==> src/rtl/target_net_sequencer.sv <==
// Front-end sequencer for the target network: streams a tagged weight snapshot
// into the network, or serializes one state vector and waits for max Q.
module target_net_sequencer #(
  parameter int DATA_WIDTH                    = 32,
  parameter int LAYER_WIDTH                   = 2,
  parameter int NUMBER_OF_INPUT_NODE          = 2,
  parameter int NUMBER_OF_HIDDEN_NODE_LAYER_1 = 32,
  parameter int NUMBER_OF_HIDDEN_NODE_LAYER_2 = 32,
  parameter int NUMBER_OF_OUTPUT_NODE         = 3
) (
  input  logic                                       clk,
  input  logic                                       rst,
  input  logic                                       i_sync_start,
  input  logic                                       i_src_valid,
  input  logic [DATA_WIDTH-1:0]                      i_src_weight,
  input  logic                                       i_state_valid,
  input  logic [NUMBER_OF_INPUT_NODE*DATA_WIDTH-1:0] i_state,
  input  logic                                       i_result_valid,
  input  logic [DATA_WIDTH-1:0]                      i_result,
  output logic                                       o_ready,
  output logic                                       o_weight_valid,
  output logic [LAYER_WIDTH-1:0]                     o_weight_layer,
  output logic [DATA_WIDTH-1:0]                      o_weight,
  output logic                                       o_sync_done,
  output logic                                       o_data_valid,
  output logic [DATA_WIDTH-1:0]                      o_data,
  output logic                                       o_q_valid,
  output logic [DATA_WIDTH-1:0]                      o_q
);

  localparam int IN    = NUMBER_OF_INPUT_NODE;
  localparam int W1    = (IN + 1) * NUMBER_OF_HIDDEN_NODE_LAYER_1;
  localparam int W2    = (NUMBER_OF_HIDDEN_NODE_LAYER_1 + 1) * NUMBER_OF_HIDDEN_NODE_LAYER_2;
  localparam int W3    = (NUMBER_OF_HIDDEN_NODE_LAYER_2 + 1) * NUMBER_OF_OUTPUT_NODE;
  localparam int TOTAL = W1 + W2 + W3;
  localparam int CNT_W = $clog2(TOTAL + 1);
  localparam int IDX_W = (IN > 1) ? $clog2(IN) : 1;

  localparam logic [CNT_W-1:0] CNT_LAST  = CNT_W'(TOTAL - 1);
  localparam logic [CNT_W-1:0] CNT_L2    = CNT_W'(W1);
  localparam logic [CNT_W-1:0] CNT_L3    = CNT_W'(W1 + W2);
  localparam logic [IDX_W-1:0] IDX_LAST  = IDX_W'(IN - 1);
  localparam logic [IDX_W-1:0] IDX_FIRST = IDX_W'(1);

  typedef enum logic [1:0] {
    ST_IDLE,
    ST_SYNC,
    ST_SEND,
    ST_WAIT
  } state_t;

  state_t state, state_next;

  logic [CNT_W-1:0]         word_cnt;
  logic [IDX_W-1:0]         send_idx;
  logic [IN*DATA_WIDTH-1:0] state_buf;
  logic [LAYER_WIDTH-1:0]   layer_code;

  logic take_sync;
  logic take_state;
  logic take_weight;
  logic last_weight;
  logic take_result;

  // Sync takes priority over a state vector offered in the same IDLE cycle.
  always_comb begin
    // NOTE: every signal written here gets a default first, so no path leaves
    // a value unassigned and no latch is inferred.
    state_next  = state;
    take_sync   = 1'b0;
    take_state  = 1'b0;
    take_weight = 1'b0;
    last_weight = 1'b0;
    take_result = 1'b0;
    case (state)
      ST_IDLE: begin
        if (i_sync_start) begin
          take_sync  = 1'b1;
          state_next = ST_SYNC;
        end else if (i_state_valid) begin
          take_state = 1'b1;
          if (IN == 1) state_next = ST_WAIT;
          else         state_next = ST_SEND;
        end
      end
      ST_SYNC: begin
        if (i_src_valid) begin
          take_weight = 1'b1;
          if (word_cnt == CNT_LAST) begin
            last_weight = 1'b1;
            state_next  = ST_IDLE;
          end
        end
      end
      ST_SEND: begin
        if (send_idx == IDX_LAST) state_next = ST_WAIT;
      end
      ST_WAIT: begin
        if (i_result_valid) begin
          take_result = 1'b1;
          state_next  = ST_IDLE;
        end
      end
      default: state_next = ST_IDLE;
    endcase
  end

  always_comb begin
    layer_code = LAYER_WIDTH'(3);
    if (word_cnt < CNT_L2)      layer_code = LAYER_WIDTH'(1);
    else if (word_cnt < CNT_L3) layer_code = LAYER_WIDTH'(2);
  end

  // NOTE: state is updated with non-blocking assignments so every register in
  // the design samples pre-edge values regardless of process order.
  always_ff @(posedge clk or posedge rst) begin
    if (rst) state <= ST_IDLE;
    else     state <= state_next;
  end

  assign o_ready = (state == ST_IDLE);

  // Word 0 leaves straight from i_state at capture, so SEND starts at index 1.
  always_ff @(posedge clk or posedge rst) begin
    if (rst) begin
      word_cnt       <= '0;
      send_idx       <= '0;
      o_weight_valid <= 1'b0;
      o_weight_layer <= '0;
      o_weight       <= '0;
      o_sync_done    <= 1'b0;
      o_data_valid   <= 1'b0;
      o_data         <= '0;
      o_q_valid      <= 1'b0;
      o_q            <= '0;
    end else begin
      o_weight_valid <= 1'b0;
      o_sync_done    <= 1'b0;
      o_data_valid   <= 1'b0;
      o_q_valid      <= 1'b0;

      if (take_sync) word_cnt <= '0;

      if (take_weight) begin
        o_weight_valid <= 1'b1;
        o_weight       <= i_src_weight;
        o_weight_layer <= layer_code;
        o_sync_done    <= last_weight;
        word_cnt       <= word_cnt + CNT_W'(1);
      end

      if (take_state) begin
        o_data_valid <= 1'b1;
        o_data       <= i_state[DATA_WIDTH-1:0];
        send_idx     <= IDX_FIRST;
      end

      if (state == ST_SEND) begin
        o_data_valid <= 1'b1;
        o_data       <= state_buf[send_idx*DATA_WIDTH +: DATA_WIDTH];
        send_idx     <= send_idx + IDX_W'(1);
      end

      if (take_result) begin
        o_q_valid <= 1'b1;
        o_q       <= i_result;
      end
    end
  end

  // NOTE: the capture buffer is pure data qualified by take_state, so it has
  // no reset; nothing reads it before it is written.
  always_ff @(posedge clk) begin
    if (take_state) state_buf <= i_state;
  end

endmodule

==> config.mk <==
export PLATFORM = sky130hd
export DESIGN_NAME = target_net_sequencer
export DESIGN_NICKNAME = d
export VERILOG_FILES = /design/src/rtl/target_net_sequencer.sv
export SDC_FILE = /design/constraint.sdc
export NUM_CORES = 1
export LEC_CHECK = 0
export BUFFER_PORTS_ARGS = -buffer_cell sky130_fd_sc_hd__buf_2
export CORE_MARGIN = 4
export CORE_UTILIZATION = 41
export CTS_CLUSTER_DIAMETER = 200
export CTS_CLUSTER_SIZE = 20
export DETAILED_ROUTE_END_ITERATION = 8
export GPL_TIMING_DRIVEN = 0
export PLACE_DENSITY = 0.66
export SLEW_MARGIN = 10
export SYNTH_ARGS = -nofsm -noshare
export SYNTH_HDL_FRONTEND = slang
export SYNTH_SLANG_ARGS = --single-unit
==> constraint.sdc <==
create_clock -name clk -period 9.1 [get_ports clk]
set_input_delay 1.82 -clock clk [delete_from_list [all_inputs] [get_ports clk]]
set_output_delay 1.82 -clock clk [all_outputs]
set_load 0.01 [all_outputs]
* Yosys cells after proc, flatten, opt, wreduce, memory -nomap -nowiden
Index checks and enable logic that the tools add are counted.
Word-level totals: register bits after elaboration 180, input bits 134, output and inout bits 103
Operators by class: add/sub/neg operators 2, order comparisons 2, eq/ne operators 9, shift operators 1, multiplexer cells 32, reduce and logical (&&, ||, !) cells 4
Operators by type and width (number):
- 32-bit two-way mux | 2
- 64-bit by 7-bit indexed part select with 32-bit output | 1
- 11-bit two-way mux | 2
- 1-bit two-way mux | 20
- 2-bit two-way mux | 7
- 11-bit by 1-bit adder with 11-bit output (second input constant) | 1
- 11-bit equality test (second input constant) | 1
- 11-bit less-than comparator (second input constant) | 1
- 11-bit by 7-bit less-than comparator with 1-bit output (second input constant) | 1
- 2-bit != test (second input constant) | 4
- 2-bit one-hot mux with 4 select lines | 1
- 5-bit AND reduction | 1
- 2-bit equality test (second input constant) | 2
- 2-bit nonzero test | 2
- 3-bit != test (second input constant) | 1
- 2-bit by 1-bit equality test with 1-bit output (second input constant) | 1
- 2-bit zero test | 1
- 1-bit adder (second input constant) | 1

* Longest topological paths before layout
depth in word-level cells 5, mapped depth 7, depth with buffers taken out 5

* Least setup slack after synthesis
No wires, ideal clock.
path type input-to-reg, from input port i_sync_start, to register state_buf[0] (enable), arrival 6351 ps, required time 8535 ps, slack 2185 ps, stages 2, buffers on the path 0, cell sequence nand2b_1 nor3_1
On the way: longest elaborated chain between the ends 2
RTL lines:
- from (decl) | RTL line 13 | input logic i_sync_start,
- 1-bit two-way mux | RTL line 77 | if (i_sync_start) begin
- 1-bit two-way mux | RTL line 75 | case (state)
- named net take_state | RTL line 60 | logic take_state;
- to (signal assigned) | RTL line 174 | if (take_state) state_buf <= i_state;
- to (decl) | RTL line 56 | logic [IN*DATA_WIDTH-1:0] state_buf;
The timed path passes the listed nets, and every way through them passes these cells. A chain may end at the register's enable or synchronous reset.

* Worst setup path after layout
from input port i_sync_start, to register state_buf[18] (enable)
Same word-level chain as after synthesis.

==> results_dict.tcl <==
set metrics [dict create \
    status "finished clean" \
    area_delta_synth_final_pct 28.5 \
    synth-edff-count 64 \
    synthesis.area_sq_mm 0.00755 \
    drc 0 \
    hold_path.class "flip-flop to flip-flop" \
    slew_violations 0 \
    drive_gt1_frac 0.555 \
    setup_viol 0 \
    reg2reg_slack_ns 7.06 \
    min_period_ns 3.19 \
    grt_use_total 0.166 \
    final_nets 903 \
    yosys-top-cells-count "116 x dfrtp_1, 105 x nand2_1, 65 x mux2_4" \
    yosys.area_share.adder 0.00331 \
    grt_overflow 0 \
    synth-xor-area-share 0.00116 \
    async_flop_share 0.644 \
    place_congestion 0.804 \
    worst_slew_pin_slew_ns 0.612 \
    ir_worst_vdd_v 0.000154 \
    num_vias 4874 \
    whs_path_depth 2 \
    slew_headroom 0.590 \
    grt_setup_unrepaired "false" \
    p_leak_uw 0.00460 \
    hold_violations 0 \
    utilization 0.539 \
    tns_ns 0 \
    slowest_delay_ns 0.49 \
    rr_worst_depth 5 \
    skew_ns 0.00922 \
    fin_ws_ns 5.91 \
    cap_violations 0 \
    antenna_found_initial 1 \
    grt_pass1_vias 5237 \
    synth.most_common_cell "dfrtp_1" \
    htree_levels 4 \
    arrival_ns 3.30 \
    grt_first_pass_wirelength_mm 26.7 \
    wl_mm 17.2 \
    cp_cell_sequence "buf_2, nand2b_1, nor3_2, buf_6, buf_4, buf_4" \
    max_freq_mhz 314 \
    cts_inserted_buffers 17 \
    cts_tree "yes" \
    cts_root_buf "clkbuf_16" \
    syn_nets 640 \
    cts.sinks 180 \
    grt_max_degree 79 \
    cts_buffer_depth 2 \
    dieArea_sq_mm 0.0207 \
    ys_warn_count 0 \
    vias_per_cell 4.83 \
    hold-worst-slack_ns 0.471 \
    drt_first_pass_iters 4 \
    numPortBuffers 236 \
    seq_area_frac_synth 0.639 \
    synth_top_family_by_area "multiplexers" \
    clock_latency_ns 0.42 \
    synthDistinctLibCells 36 \
    finalInstanceArea_sq_mm 0.00971 \
    ant_nets 0 \
    synth.area.top_cells "dfrtp_1 38%, edfxtp_1 25%, mux2_4 13%" \
    worst_path_most_repeated_cell "buf_4" \
    synth.top_cell.area_share 0.384 \
    syn_inst 504 \
    cpMaxStageDelayCell "nor3_2" \
    start_kind "input port" \
    synthFlopType "dfrtp_1" \
    synth_top_cell_by_area "dfrtp_1" \
    num_io_pins 237 \
    cts_resized 0 \
    placed_area_sq_mm 0.00912 \
    die_w_microns 144 \
    synth-simple-area-share 0.0757 \
    synth_compound_area_frac 0.0154 \
    start_util 0.419 \
    wl_per_cell_microns 17.0 \
    core_sq_mm 0.0180 \
    crit_fanout 12 \
    p_per_area_mw_per_mm2 257 \
    fin_crit_sh 0.350 \
    avgSynthCellArea_sq_um 15.0 \
    endpoint_kind "flip-flop" \
    synthMuxAreaShare 0.234 \
    hold_buffers 0 \
    place_ws_ns 5.40 \
    worst-setup-path-type "input port to flip-flop" \
    post-cts-setup-buffer-count 0 \
    clkTransAtPathRegs_ns 0.07 \
    chipHeight_microns 144 \
    ys_seq_elements 180 \
    rows 49 \
    drt_iter0_drc 167 \
    worstPathRequired_ns 9.21 \
    dpl.hpwl_mm 12.6 \
]
==> stage by stage <==
step	total power [uW]	cells
6_report	2490	1010
5_1_grt	2620	1009
4_1_cts	2530	1009
3_5_place_dp	1790	977
3_3_place_gp	1770	969
2_1_floorplan	1520	504
==> report_power, final <==
part	switching (uW)	total (uW)	internal, uW
clock	316	721	405
sequential	105	1120	1010
combinational	286	653	367
==> cells in the final DEF, fill, tap and decap left out, drive strengths merged, types with 5 or more instances in the layout <==
cell	instances
buf	270
clkbuf	20
clkinv	5
dfrtp	116
edfxtp	64
inv	13
mux2	129
mux2i	7
nand2	105
nand3	9
o21ai	5
==> area by class of cell <==
type                       count  area [sq um]
multi-input combinational    290          2490
timing repair buffer         244          1270
sequential                   180          4820
antenna                        1          2.50
inverter                       8          35.0
clock inverter                12           115
tap                          229           287
fill                        1568          8320
clock buffer                  20           468
buffer                        26           211
==> worst max-delay path, delay by kind of cell <==
| family | cells | cell delay, ns |
|---|---|---|
| buffers and inverters | 4 | 0.78 |
| AND/OR/NAND/NOR | 2 | 0.69 |
==> path summary, 6_finish.rpt <==
path	startpoint	end
worst max-delay path	i_sync_start	state_buf[18]
worst min register to register	o_weight[3]	o_weight[3]
max in group asynchronous	rst	o_data[25]
min in group asynchronous	rst	o_q[21]
worst max register to register	state[0]	state_buf[18]
worst min-delay path	o_weight[3]	o_weight[3]
==> cell families (layout without fill, tap and decap cells) <==
family	after synthesis	count (layout)
AOI/OAI and AO/OA	17	17
xor gates and xnor gates	1	1
adders and majority gates	2	2
buffers and inverters	34	310
DFF	180	180
muxes	136	136
other	0	1
and+or+nand+nor	134	134
==> per-layer routing <==
metal  global-route usage  up-vias  wire, microns
met5                    0        -              7
met2                0.276      181           8540
met3               0.0616       16           1460
met4               0.0486        2            180
met1                0.202     2367           6990
li1                     -     2308              -
==> registers in the layout, indices dropped and copies added (netlist names) <==
| signal | cells |
|---|---|
| o_data | 32 |
| o_weight | 32 |
| send_idx | 1 |
| word_cnt | 11 |
| state | 2 |
| o_data_valid | 1 |
| o_q_valid | 1 |
| o_weight_valid | 1 |
| o_q | 32 |
| state_buf | 64 |
| o_sync_done | 1 |
| o_weight_layer | 2 |
Power figures use the tool's default switching activity.
